**src/rtl/pc_sequencer.sv**
```systemverilog
// pc_sequencer: program-counter fetch/execute sequencer.
// Holds the PC, fetches from instruction memory with a req/ack handshake,
// waits for the execute stage to finish, then picks the next PC from
// halt > return > call > branch > increment.
// Optional feature macro: PC_CALL_STACK_EN adds a STACK_DEPTH x ADDR_W
// return stack for call/return. Without it, callEn and retEn are ignored
// and stackErr is tied low.
module pc_sequencer #(
  parameter int              ADDR_W      = 5,
  parameter logic [ADDR_W-1:0] RESET_ADDR = '0,
  parameter int              STACK_DEPTH = 4
) (
  input  logic              clkEN,
  input  logic              rstN,
  input  logic              start,
  output logic              imemReq,
  output logic [ADDR_W-1:0] imemAddr,
  input  logic              imemAck,
  output logic              instrValid,
  input  logic              execDone,
  input  logic              halt,
  input  logic              branchEn,
  input  logic [ADDR_W-1:0] branchAddr,
  input  logic              callEn,
  input  logic              retEn,
  output logic [ADDR_W-1:0] pc,
  output logic [1:0]        state,
  output logic              wrapFlag,
  output logic              stackErr
);

  typedef enum logic [1:0] {
    IDLE   = 2'b00,
    FETCH  = 2'b01,
    EXEC   = 2'b10,
    HALTED = 2'b11
  } stateT;

  stateT             curState;
  logic [ADDR_W-1:0] pcInc;
  logic              incWrap;
  logic [ADDR_W-1:0] nextPc;
  logic              setWrap;
  logic              stepEn;

  assign state    = curState;
  assign imemAddr = pc;
  assign pcInc    = pc + ADDR_W'(1);
  assign incWrap  = &pc;
  // An instruction retires without halting: the PC advances this edge.
  assign stepEn   = (curState == EXEC) && execDone && !halt;

`ifdef PC_CALL_STACK_EN
  localparam int SP_W  = $clog2(STACK_DEPTH + 1);
  localparam int IDX_W = $clog2(STACK_DEPTH);

  logic [ADDR_W-1:0] stackMem [STACK_DEPTH];
  logic [SP_W-1:0]   sp;
  logic              stackFull;
  logic              stackEmpty;
  logic [IDX_W-1:0]  pushIdx;
  logic [IDX_W-1:0]  topIdx;
  logic              pushEn;
  logic              popEn;
  logic              setErr;

  assign stackFull  = (sp == SP_W'(STACK_DEPTH));
  assign stackEmpty = (sp == '0);
  assign pushIdx    = IDX_W'(sp);
  assign topIdx     = IDX_W'(sp - SP_W'(1));
`else
  logic unusedInputs;
  assign unusedInputs = callEn ^ retEn;
`endif

  // Next-PC selection for a retiring instruction (halt is handled in the FSM).
  always_comb begin
    // NOTE: every output gets a default first so no path leaves it unassigned (no latch).
    nextPc  = pcInc;
    setWrap = incWrap;
`ifdef PC_CALL_STACK_EN
    pushEn  = 1'b0;
    popEn   = 1'b0;
    setErr  = 1'b0;
    if (retEn) begin
      if (!stackEmpty) begin
        nextPc  = stackMem[topIdx];
        setWrap = 1'b0;
        popEn   = 1'b1;
      end else begin
        setErr  = 1'b1;             // underflow: fall back to increment
      end
    end else if (callEn) begin
      nextPc  = branchAddr;
      setWrap = 1'b0;
      if (!stackFull) pushEn = 1'b1;
      else            setErr = 1'b1; // overflow: behaves as a plain branch
    end else
`endif
    if (branchEn) begin
      nextPc  = branchAddr;
      setWrap = 1'b0;
    end
  end

  // Sequencer FSM with registered handshake, valid pulse, PC and wrap flag.
  always_ff @(posedge clkEN or negedge rstN) begin
    if (!rstN) begin
      curState   <= IDLE;
      pc         <= RESET_ADDR;
      imemReq    <= 1'b0;
      instrValid <= 1'b0;
      wrapFlag   <= 1'b0;
    end else begin
      // NOTE: non-blocking assignments so every register sees pre-edge values.
      instrValid <= 1'b0;
      unique case (curState)
        IDLE: begin
          if (start) begin
            curState <= FETCH;
            imemReq  <= 1'b1;
          end
        end
        FETCH: begin
          if (imemAck) begin
            curState   <= EXEC;
            imemReq    <= 1'b0;
            instrValid <= 1'b1;
          end
        end
        EXEC: begin
          if (execDone) begin
            if (halt) begin
              curState <= HALTED;
            end else begin
              pc       <= nextPc;
              curState <= FETCH;
              imemReq  <= 1'b1;
              if (setWrap) wrapFlag <= 1'b1;
            end
          end
        end
        HALTED: begin
          if (start) begin
            pc       <= RESET_ADDR;
            wrapFlag <= 1'b0;
            curState <= FETCH;
            imemReq  <= 1'b1;
          end
        end
        default: ;
      endcase
    end
  end

`ifdef PC_CALL_STACK_EN
  // Stack pointer and sticky error flag; restart clears the error only.
  always_ff @(posedge clkEN or negedge rstN) begin
    if (!rstN) begin
      sp       <= '0;
      stackErr <= 1'b0;
    end else begin
      if (curState == HALTED && start) stackErr <= 1'b0;
      else if (stepEn && setErr)       stackErr <= 1'b1;
      if (stepEn && pushEn)     sp <= sp + SP_W'(1);
      else if (stepEn && popEn) sp <= sp - SP_W'(1);
    end
  end

  // Return-address storage, written on a successful call.
  always_ff @(posedge clkEN) begin
    // NOTE: storage is not reset; sp alone decides which entries are valid.
    if (stepEn && pushEn) stackMem[pushIdx] <= pcInc;
  end
`else
  assign stackErr = 1'b0;
`endif

endmodule

```
**config.mk**
```make
export PLATFORM = sky130hd
export DESIGN_NAME = pc_sequencer
export DESIGN_NICKNAME = d
export VERILOG_FILES = /design/src/rtl/pc_sequencer.sv
export SDC_FILE = /design/constraint.sdc
export NUM_CORES = 1
export LEC_CHECK = 0
export CAP_MARGIN = 20
export CORE_MARGIN = 10
export CORE_UTILIZATION = 41
export CTS_CLUSTER_DIAMETER = 50
export DETAILED_ROUTE_END_ITERATION = 16
export PLACE_DENSITY_LB_ADDON = 0.12
export SLEW_MARGIN = 20
export SYNTH_ARGS = -nofsm -noshare
export SYNTH_HDL_FRONTEND = slang
export SYNTH_SLANG_ARGS = --single-unit
```
**constraint.sdc**
```tcl
create_clock -name clkEN -period 1.82 [get_ports clkEN]
set_input_delay 0.364 -clock clkEN [delete_from_list [all_inputs] [get_ports clkEN]]
set_output_delay 0.364 -clock clkEN [all_outputs]
set_load 0.1 [all_outputs]
```
==> run_results.csv <==
group,metric,value,unit
grt,grt_usage,0.102,
die,start_util,0.445,
setup_path,crit_required,1.98,ns
clock_tree,clock_sink_count,10,
finish,fillers,123,
timing,finalSetupViolCount,0,
timing,post-route-period-util,0.929,
setup_path,rr_worst_depth,5,
synthesis,synth_nets,89,
synthesis,async_reset_ff_frac,1.00,
synthesis,synth_ff_type,"dfrtp_1",
setup_path,critPathMaxFanout,5,
placed_design,gp_congestion,0.681,
setup_path,cp_slowest_stage_delay,0.53,ns
setup_path,crit_chain,"ha_1 > inv_1 > a2bb2oi_2 > o21ai_0 > mux2_2",
hold_path,hp-class,"in2async",
clock_tree,post-cts-setup-buffer-count,0,
finish,syn_to_final_growth,61.8,%
grt,antenna_found_initial,0,
setup_path,worst-path-buf-inv,1,
synthesis,synth_cell_type_count,27,
die,die_x,61.2,microns
finish,n_antenna_cell,0,
die,ioPinCount,30,
finish,layout-drive-gt1-share,0.333,
setup_path,crit_arrival,1.85,ns
setup_path,end_kind,"flop",
setup_path,start_kind,"flop",
finish,multiInputGateArea,359,sq um
setup_path,reg2reg_from,"state[1]",
die,core,1560,sq um
placed_design,port-buffer-count,26,
die,die_area,3740,sq um
clock_tree,cts_buffer_depth,2,
clock_tree,cts_tree,"built",
timing,tns,0,ns
grt,grt_start_max_net_pins,11,
setup_path,worstReg2RegEnd,"state[1]",
timing,clock_skew,0.00348,ns
drt,vias,578,
drt,ant_nets,0,
setup_path,crit_path_top_delay_cell,"dfrtp_4",
timing,max_freq,0.592,GHz
grt,grt.overflow.total,0,
synthesis,synth-edff-count,0,
finish,seq_area,260,sq um
synthesis,syn-cell-area,694,sq um
setup_path,crit_family,"flip-flops",
drt,routed_wl,1700,microns
timing,finalHoldViolations,0,
clock_tree,cts_buffers,3,
setup_path,reg2reg_slack,0.13,ns
grt,grt_pass1_wl,2840,microns
die,fp.dieH,61.2,microns
drt,vias_per_cell,5.30,
clock_tree,cts_resized,0,
grt,grt_pass1_vias,576,
clock_tree,insertion_delay,0.27,ns
setup_path,critPathKind,"reg2reg",
synthesis,ys_seq_area_frac,0.360,
timing,setup_ws,0.129,ns
clock_tree,htree_levels,1,
die,row_count,14,
clock_tree,root_buffer,"clkbuf_4",
finish,final_nets,113,
drt,firstDrtPassIters,5,
synthesis,syn_area_per_cell,9.92,sq um
drt,drc,0,
timing,drv_slew,0,
timing,rsz0062_at_grt,"no",
timing,post-route-min-period,1.69,ns
drt,drt-initial-drc-count,10,
flow_run,drv_cap,0,
clock_tree,clkTransAtPathRegs,0.07,ns
synthesis,syn_inst,70,
run_status,status,"finished, final reports clean",
placed_design,dp_slack,0.0289,ns
clock_tree,cts_hold_buf,0,
synthesis,ys_seq_elements,10,
drt,wl_per_cell,15.6,microns
synthesis,ys_warn_count,0,
placed_design,hpwlAfterDp,1370,microns
==> state kept, by name (all words and copies together), names as in the netlist <==
register	count
imemAddr	5
imemReq	1
instrValid	1
state	2
wrapFlag	1
==> logic make-up after synthesis <==
logic type / synth area share
compound gates: 0.198
other cells: 0.00540
fa+ha+maj: 0.0901
buf+inv: 0.141
simple gates: 0.139
mux: 0.0667
flops: 0.360
==> how the worst max path moves through the flow <==
stage                        to      from  depth (start not counted)  slack, ns
floorplan           imemAddr[3]  state[1]                          6     0.0009
global placement    imemAddr[3]      halt                          5       0.04
detailed placement  imemAddr[2]      halt                          5       0.03
CTS                    state[1]  state[1]                          5       0.12
global route           state[1]  state[1]                          5      0.008
finish                 state[1]  state[1]                          5       0.13
==> stage by stage <==
| step | cell area (sq um) | instances | hold WS (ns) | utilization |
|---|---|---|---|---|
| 3_3_place_gp | 1090 | 105 | 0.543 | 0.697 |
| 3_5_place_dp | 1090 | 105 | 0.548 | 0.697 |
| 5_1_grt | 1120 | 109 | 0.444 | 0.721 |
| 4_1_cts | 1120 | 109 | 0.423 | 0.721 |
| 2_1_floorplan | 717 | 70 | 0.0684 | - |
| 6_report | 1120 | 109 | 0.404 | 0.721 |
==> cell type report <==
| class | instances | area share |
|---|---|---|
| multi-input combinational | 45 | 0.320 |
| timing repair buffer | 28 | 0.379 |
| clock buffer | 4 | 0.0323 |
| tap | 16 | 0.0178 |
| inverter | 6 | 0.0200 |
| sequential | 10 | 0.232 |
==> synth_stat cells, drive strengths merged, types with 2 or more instances <==
cell type	instances	share of area
nand3	3	0.022
nor2	2	0.011
mux2	2	0.038
dfrtp	10	0.36
o21ai	4	0.045
a21oi	2	0.014
a211o	2	0.025
o31ai	6	0.065
mux2i	2	0.029
nand2	7	0.038
ha	5	0.090
buf	9	0.11
inv	6	0.032
==> placed cells by master, fill, tap and decap left out, types with 3 or more instances in the layout <==
cell type / count
ha_1: 4
nand3_1: 3
nand2_1: 7
inv_1: 6
clkbuf_4: 3
dfrtp_1: 6
clkdlybuf4s50_1: 11
o31ai_1: 6
buf_12: 15
==> layer usage <==
layer,up-vias,GRT usage,part of all wire
met3,4,0.0412,0.087
met5,-,0,0
met2,23,0.164,0.47
met4,0,0.0684,0.024
met1,265,0.109,0.42
li1,286,-,-
Power is not shown: default switching activity piles up to over one toggle a cycle in this logic, so the estimate is an artifact.
